==> src/rtl/mnk_pkg.sv <==
// Shared types for the N x N, K-in-a-row game controller: FSM states,
// player identities and winner encodings.
package mnk_pkg;

   typedef enum logic [1:0] {
      IDLE  = 2'd0,
      PLAY  = 2'd1,
      CHECK = 2'd2,
      DONE  = 2'd3
   } game_state_t;

   typedef enum logic {
      P1 = 1'b0,
      P2 = 1'b1
   } player_t;

   typedef enum logic [1:0] {
      WIN_NONE = 2'b00,
      WIN_P1   = 2'b01,
      WIN_P2   = 2'b10
   } winner_t;

   function automatic winner_t winner_of(player_t p);
      return (p == P2) ? WIN_P2 : WIN_P1;
   endfunction

endpackage

==> src/rtl/mnk_game_control_btn_debounce.sv <==
// Single-button debouncer: the level flips after DEB_CYCLES consecutive cycles
// of disagreement with the raw input; rise flags the debounced 0->1 edge.
module btn_debounce #(
   parameter int DEB_CYCLES = 4
) (
   input  logic clk,
   input  logic reset,
   input  logic raw,
   output logic level,
   output logic rise
);

   localparam int CNT_W = (DEB_CYCLES > 1) ? $clog2(DEB_CYCLES + 1) : 1;

   logic [CNT_W-1:0] cnt_q;
   logic             level_q;
   logic             prev_q;

   // NOTE: non-blocking assignments in clocked blocks, so every flop samples pre-edge values.
   always_ff @(posedge clk) begin
      if (reset) begin
         cnt_q   <= '0;
         level_q <= 1'b0;
         prev_q  <= 1'b0;
      end else begin
         prev_q <= level_q;
         if (raw == level_q) begin
            cnt_q <= '0;
         end else if (cnt_q == CNT_W'(DEB_CYCLES - 1)) begin
            level_q <= raw;
            cnt_q   <= '0;
         end else begin
            cnt_q <= cnt_q + CNT_W'(1);
         end
      end
   end

   assign level = level_q;
   assign rise  = level_q & ~prev_q;

endmodule

==> src/rtl/mnk_game_control.sv <==
// N x N, K-in-a-row two-player game controller: debounced cell buttons,
// ownership tracking, win/draw detection for the player who just moved.
module mnk_game_control
   import mnk_pkg::*;
#(
   parameter int N          = 3,
   parameter int K          = 3,
   parameter int DEB_CYCLES = 4
) (
   input  logic              clk,
   input  logic              reset,
   input  logic [N*N-1:0]    btn,
   input  logic              start,
   input  logic              first_player,
   output logic [N*N-1:0]    cell_taken,
   output logic [N*N-1:0]    cell_owner,
   output logic              curr_player,
   output game_state_t       game_state,
   output logic [1:0]        winner,
   output logic              draw,
   output logic              illegal
);

   localparam int CELLS = N * N;
   localparam int IDX_W = $clog2(CELLS);
   localparam int CNT_W = $clog2(CELLS + 1);

   logic [CELLS-1:0] btn_level, btn_rise, press, accept, mine;
   logic [4*CELLS-1:0] win_vec;
   logic             any_win;

   game_state_t      state_q, state_d;
   logic [CELLS-1:0] taken_q, taken_d, owner_q, owner_d;
   logic [CNT_W-1:0] cnt_q, cnt_d;
   player_t          player_q, player_d;
   winner_t          winner_q, winner_d;
   logic             draw_q, draw_d, illegal_q, illegal_d;
   logic [IDX_W-1:0] sel;

   for (genvar i = 0; i < CELLS; i++) begin : g_btn
      btn_debounce #(.DEB_CYCLES(DEB_CYCLES)) u_deb (
         .clk   (clk),
         .reset (reset),
         .raw   (btn[i]),
         .level (btn_level[i]),
         .rise  (btn_rise[i])
      );
   end

   assign press  = btn_rise & btn_level;
   assign accept = press & ~taken_q;
   assign mine   = taken_q & (player_q == P2 ? owner_q : ~owner_q);

   // One window per (direction, origin); direction 3 runs down-left (anti-diagonal).
   for (genvar d = 0; d < 4; d++) begin : g_dir
      localparam int DR = (d == 0) ? 0 : 1;
      localparam int DC = (d == 1) ? 0 : ((d == 3) ? -1 : 1);
      for (genvar r = 0; r < N; r++) begin : g_row
         for (genvar c = 0; c < N; c++) begin : g_col
            localparam int ER = r + DR * (K - 1);
            localparam int EC = c + DC * (K - 1);
            if (ER < N && EC >= 0 && EC < N) begin : g_win
               logic [K-1:0] seg;
               for (genvar k = 0; k < K; k++) begin : g_k
                  assign seg[k] = mine[(r + DR * k) * N + c + DC * k];
               end
               assign win_vec[d*CELLS + r*N + c] = &seg;
            end else begin : g_none
               assign win_vec[d*CELLS + r*N + c] = 1'b0;
            end
         end
      end
   end

   assign any_win = |win_vec;

   // NOTE: every variable gets its default first so no path through the case leaves it unassigned (no latches).
   always_comb begin
      state_d   = state_q;
      taken_d   = taken_q;
      owner_d   = owner_q;
      cnt_d     = cnt_q;
      player_d  = player_q;
      winner_d  = winner_q;
      draw_d    = draw_q;
      illegal_d = 1'b0;
      sel       = '0;
      for (int i = CELLS - 1; i >= 0; i--) begin
         if (accept[i]) sel = IDX_W'(i);
      end

      case (state_q)
         IDLE, DONE: begin
            if (start) begin
               state_d  = PLAY;
               taken_d  = '0;
               owner_d  = '0;
               cnt_d    = '0;
               winner_d = WIN_NONE;
               draw_d   = 1'b0;
               player_d = player_t'(first_player);
            end
         end
         PLAY: begin
            if (|accept) begin
               taken_d[sel] = 1'b1;
               owner_d[sel] = player_q;
               cnt_d        = cnt_q + CNT_W'(1);
               state_d      = CHECK;
            end else if (|press) begin
               illegal_d = 1'b1;
            end
         end
         CHECK: begin
            if (any_win) begin
               state_d  = DONE;
               winner_d = winner_of(player_q);
            end else if (cnt_q == CNT_W'(CELLS)) begin
               state_d = DONE;
               draw_d  = 1'b1;
            end else begin
               state_d  = PLAY;
               player_d = player_t'(~player_q);
            end
         end
         default: state_d = IDLE;
      endcase
   end

   always_ff @(posedge clk) begin
      if (reset) begin
         state_q   <= IDLE;
         taken_q   <= '0;
         owner_q   <= '0;
         cnt_q     <= '0;
         player_q  <= P1;
         winner_q  <= WIN_NONE;
         draw_q    <= 1'b0;
         illegal_q <= 1'b0;
      end else begin
         state_q   <= state_d;
         taken_q   <= taken_d;
         owner_q   <= owner_d;
         cnt_q     <= cnt_d;
         player_q  <= player_d;
         winner_q  <= winner_d;
         draw_q    <= draw_d;
         illegal_q <= illegal_d;
      end
   end

   assign cell_taken  = taken_q;
   assign cell_owner  = owner_q;
   assign curr_player = player_q;
   assign game_state  = state_q;
   assign winner      = winner_q;
   assign draw        = draw_q;
   assign illegal     = illegal_q;

endmodule

==> config.mk <==
export PLATFORM = sky130hd
export DESIGN_NAME = mnk_game_control
export DESIGN_NICKNAME = d
export VERILOG_FILES = /design/src/rtl/mnk_pkg.sv /design/src/rtl/mnk_game_control_btn_debounce.sv /design/src/rtl/mnk_game_control.sv
export SDC_FILE = /design/constraint.sdc
export NUM_CORES = 1
export LEC_CHECK = 0
export CAP_MARGIN = 20
export CORE_MARGIN = 1
export CORE_UTILIZATION = 50
export DETAILED_ROUTE_END_ITERATION = 6
export GPL_TIMING_DRIVEN = 0
export PLACE_DENSITY = 0.72
export SKIP_LAST_GASP = 1
export SLEW_MARGIN = 10
export SYNTH_ARGS = -nofsm -noshare
export SYNTH_HDL_FRONTEND = slang
export SYNTH_SLANG_ARGS = --single-unit
==> constraint.sdc <==
create_clock -name clk -period 5.2 [get_ports clk]
set_input_delay 0.52 -clock clk [delete_from_list [all_inputs] [get_ports clk]]
set_output_delay 0.52 -clock clk [all_outputs]
set_load 0.03 [all_outputs]
== Word-level counts from Yosys, hierarchy flattened ==
Index checks and enable logic that the tools add are counted.
Operators by class
  add/sub/neg operators: 10
  multipliers: 0
  divide/modulo/power cells: 0
  $lt $le $gt $ge: 2
  eq/ne operators: 28
  shifts and indexed selects: 0
  multiplexer cells: 39
  bitwise operators: 35
  reductions and logical operators: 40
Operators with widths (number)
  $mux W4: 11
  $mux W9: 4
  $pmux W9 S2: 2
  $reduce_and A3 Y1: 10
  $add A3 B1 Y3 const B: 9
  $and A9 B9 Y9: 3
  $eq A3 B2 Y1 const B: 9
  $reduce_or A3 Y1: 9
  $not A1 Y1: 20
  $reduce_and A2 Y1: 10
  $not A9 Y9: 2
  $reduce_or A9 Y1: 2
  $mux W2: 7
  $ne A2 B2 Y1 const B: 6
  $reduce_or A11 Y1: 1
  $and A1 B1 Y1: 9
  $bwmux W9: 1
  $eq A1 B1 Y1: 9
  $or A9 B9 Y9: 1
  $mux W1: 8
  $pmux W4 S2: 1
  $reduce_and A4 Y1: 2
  $reduce_or A8 Y1: 1
  $pmux W2 S3: 1
  13 further kinds: 16
Word-level totals
  register bits: 74
  bits in latches: 0
  memory bits (writable): 0
  ROM bits: 0
  input bits: 13
  output and inout bits: 25
  logic and storage cells: 189
  memories kept: 0

== Longest topological paths before layout ==
  depth in word-level cells: 20
  mapped depth: 9

== Cells and area by module ==
Synthesis repeated with hierarchy kept, for this count alone.
Second synthesis, totals
  cells, all modules: 358
  area, all modules: 3472.1 sq um
Modules (own cells, without submodules)
  mnk_game_control: times used 1, cells an instance 214, area each 1749.2 sq um, sequential area each 580.6 sq um
  btn_debounce: times used 9, cells an instance 16, area each 191.4 sq um, sequential area each 100.1 sq um

== Worst setup path before layout ==
Ideal clock, no wire load.
  kind: reg2reg
  start point: register state_q[0], in the netlist game_state[0]
  end point: register owner_q[0], in the netlist cell_owner[0]
  setup time: 0.072 ns
  data arrival time: 2.179 ns
  required time: 5.128 ns
  slack: 2.949 ns
  stages on the path, launching flop included: 10
  buffers on the path: 1
  period minus slack after synthesis: 2.251 ns
  cells stage by stage: dfxtp_1 > inv_1 > ha_1 > clkbuf_1 > nand2_1 > o21a_1 > a31oi_2 > a21bo_2 > nor2_2 > mux2i_1
On the way
  longest elaborated chain between the ends: 4
Ends and longest elaborated chain
  from (decl): RTL line mnk_game_control.sv:32  | game_state_t state_q, state_d;
  from (signal assigned): RTL line mnk_game_control.sv:141  | state_q <= state_d;
  $eq A2 B2 Y1 / $logic_not A2 Y1 (equally long branches): RTL line mnk_game_control.sv:92  | case (state_q)
  $reduce_or A2 Y1: RTL line mnk_game_control.sv:92
  $ne A2 B2 Y1 (no line) / $reduce_bool A2 Y1 (equally long branches)
  $reduce_and A3 Y1 (no line)
  to (signal assigned): RTL line mnk_game_control.sv:143  | owner_q <= owner_d;
  to (decl): RTL line mnk_game_control.sv:33  | logic [CELLS-1:0] taken_q, taken_d, owner_q, owner_d;
Parallel ways exist; a longest one is shown, timed or not.
A chain may end at the register's enable or synchronous reset.

== Worst setup path in the final report ==
  start point: register state_q[0], in the netlist game_state[0]
  end point: register owner_q[7], in the netlist cell_owner[7]
The elaborated chain is that of the path after synthesis.

==> impl_metrics.json <==
{
  "synth_most_common_cell": "dfxtp_1",
  "crit_path_end_kind": "flip-flop",
  "cts_root_buf": "clkbuf_8",
  "drv_cap": 0,
  "fp.dieW_um": 84.9,
  "cts_sinks": 74,
  "cts-buffers-inserted": 9,
  "post_cts_resized": 0,
  "crit_slowest_cell": "nor2_1",
  "outcome": "finished with violations",
  "nets": 461,
  "ir_drop_mv": 0.194,
  "rr_startpoint": "game_state[0]",
  "synth_top_area_share": 0.431,
  "pwr-share-comb": 0.137,
  "grt_use_total": 0.218,
  "path_clk_slew_ns": 0.08,
  "worst_setup_path_start_kind": "flip-flop",
  "fillCellCount": 573,
  "cts_hold_buf": 0,
  "p_leak_uw": 0.00156,
  "critPathKind": "reg -> reg",
  "crit_required_ns": 5.48,
  "cp_top_family": "simple AND/OR/NAND/NOR gates",
  "cts_setup_buffers": 0,
  "p_int_uw": 927,
  "synth_commonest_cells": "dfxtp_1, nor2_1, inv_1, ha_1, nand2_1",
  "first_global_vias": 2619,
  "grt_overflow": 0,
  "crit_start": "game_state[0]",
  "slew-limit-headroom": 0.579,
  "critPathMaxFanout": 10,
  "wirelength_um": 7250,
  "cts_tree": "yes",
  "whs_ns": 0.419,
  "grt_max_degree": 15,
  "fp.dieArea_um2": 7210,
  "wire_per_inst_um": 14.3,
  "clock_path_buffers": 2,
  "drtIter0Drc": 112,
  "seq_power_share": 0.470,
  "worstPathCellList": "inv_1 -> ha_1 -> clkbuf_1 -> nand2_1 -> nor2_1 -> nor2_1 -> clkbuf_1 -> nand2_1 -> mux2i_1",
  "synth_area_leaders": "dfxtp_1, ha_1, nor2_1, mux2i_1, inv_1",
  "slowest_delay_ns": 0.50,
  "finalWorstPathRequiredPeriod_ns": 2.47,
  "multi_input_area_um2": 1780,
  "syn_area_um2": 3440,
  "htreeDepth": 3,
  "ant_nets": 0,
  "core_area_um2": 6490,
  "p_clk_frac": 0.393,
  "ys_seq_elements": 74,
  "netlist_instances": 377,
  "rsz0062_at_grt": "false",
  "rr_endpoint": "cell_owner[7]",
  "place_hpwl_um": 5240,
  "fmax_mhz": 404,
  "worstSetupEndpoint": "cell_owner[7]",
  "vias": 2754,
  "setup_tns_ns": 0,
  "rrSetupSlack_ns": 2.73,
  "io_pins": 38,
  "power_uw": 1270,
  "diodes": 0,
  "ys.flop_type": "dfxtp_1",
  "arrival_ns": 2.75,
  "syn2layout_area_growth_pct": 20.1,
  "cp_num_cells": 9,
  "switchingPower_uw": 343,
  "ff_latch_area_um2": 1480,
  "drive_above_1_share": 0.0907,
  "start_util": 0.529,
  "clk_latency_ns": 0.35,
  "portBuffers": 37,
  "synth_edf_count": 0,
  "synth_largest_area_cell": "dfxtp_1",
  "clock_skew_ns": 0.0115,
  "die_h_um": 84.9,
  "worstPathBufferInverterCount": 3,
  "worst_pin_slew_ns": 0.630,
  "routabilityCongestion": 0.799,
  "drc_errors": 1,
  "rows": 29,
  "grt_pass1_wl_um": 12200,
  "antenna_found_initial": 0,
  "drv_slew": 0,
  "yosysSeqAreaShare": 0.431,
  "yosysWarnings": 0,
  "drt_first_pass_iters": 6,
  "worst-r2r-cell-count": 9,
  "finalSetupViolCount": 0,
  "min_path_type": "reg -> reg",
  "async_reset_ff_frac": 0,
  "violations": "DRC",
  "synthesis.nets": 413,
  "swShare": 0.270,
  "hold_viol_final": 0,
  "avgSynthCellArea_um2": 9.12,
  "fin_crit_sh": 0.476,
  "power_density_nw_per_um2": 308,
  "synth_cell_types": 52,
  "vias_per_cell": 5.43
}
==> flip-flops by register name, indices dropped and copies added (netlist names) <==
signal,count
illegal,1
curr_player,1
g_btn.u_deb.level,9
g_btn.u_deb.prev_q,9
cell_owner,9
cell_taken,9
draw,1
cnt_q,4
winner,2
g_btn.u_deb.cnt_q,27
game_state,2
==> power by group through the flow <==
stage	logic, uW	registers [uW]	clock network [uW]
after floorplan	112	617	0
after global placement	168	609	0
after detailed placement	171	610	0
after CTS	174	597	509
after global routing	194	600	535
final	173	597	500
==> cells by family after synthesis <==
family,after synthesis,share of synthesized area
DFF,74,0.431
AOI/OAI and AO/OA,49,0.100
buffers and inverters,44,0.0517
and+or+nand+nor,154,0.241
adders and majority gates,23,0.0837
muxes,21,0.0615
xor gates and xnor gates,12,0.0306
==> layout by cell type (no fill, tap or decap), types with 8 or more instances in the layout <==
cell type | netlist | final
nand2_1 | 22 | 22
or3_1 | 11 | 11
clkbuf_8 | 0 | 9
ha_1 | 23 | 23
nand3_1 | 9 | 9
nor2_1 | 63 | 63
xnor2_1 | 10 | 10
clkdlybuf4s50_1 | 0 | 37
dfxtp_1 | 74 | 74
a21oi_1 | 8 | 8
o21a_1 | 10 | 10
nand4_1 | 8 | 8
inv_1 | 33 | 33
mux2i_1 | 20 | 20
==> routing by layer <==
layer	wire length, um	up-vias	share of wire	track usage
met2	3380	53	0.47	0.361
met1	3420	1296	0.47	0.277
li1	-	1395	-	-
met3	340	10	0.047	0.0545
met4	113	0	0.016	0.0817
met5	0	-	0	0
==> stage by stage <==
| stage | cells | area, um2 | util | worst slack (ns) |
|---|---|---|---|---|
| detailed placement | 491 | 3900 | 0.601 | 2.70 |
| global placement | 491 | 3900 | 0.601 | 2.77 |
| finish | 507 | 4130 | 0.636 | 2.73 |
| CTS | 507 | 4130 | 0.636 | 2.71 |
| global route | 507 | 4130 | 0.636 | 2.47 |
| floorplan | 377 | 3440 | - | 2.95 |
==> area by class of cell <==
cell class,instances,share of cell area
Timing Repair Buffer,37,0.0897
Clock inverter,7,0.0242
Tap cell,77,0.0233
Inverter,33,0.0300
Buffer,11,0.0130
Clock buffer,9,0.0300
Multi-Input combinational cell,259,0.431
Sequential cell,74,0.359
==> worst min-delay path by stage <==
stage | start | cells past startpoint | endpoint | slack [ns]
after floorplan | g_btn[0].u_deb.cnt_q[0] | 1 | g_btn[0].u_deb.cnt_q[0] | 0.40
after global placement | g_btn[4].u_deb.cnt_q[0] | 1 | g_btn[4].u_deb.cnt_q[0] | 0.41
after detailed placement | g_btn[3].u_deb.cnt_q[0] | 1 | g_btn[3].u_deb.cnt_q[0] | 0.41
after CTS | g_btn[3].u_deb.cnt_q[0] | 1 | g_btn[3].u_deb.cnt_q[0] | 0.43
after global routing | g_btn[1].u_deb.cnt_q[0] | 1 | g_btn[1].u_deb.cnt_q[0] | 0.44
final | g_btn[3].u_deb.cnt_q[0] | 1 | g_btn[3].u_deb.cnt_q[0] | 0.42
(Power assumes the default switching activity.)
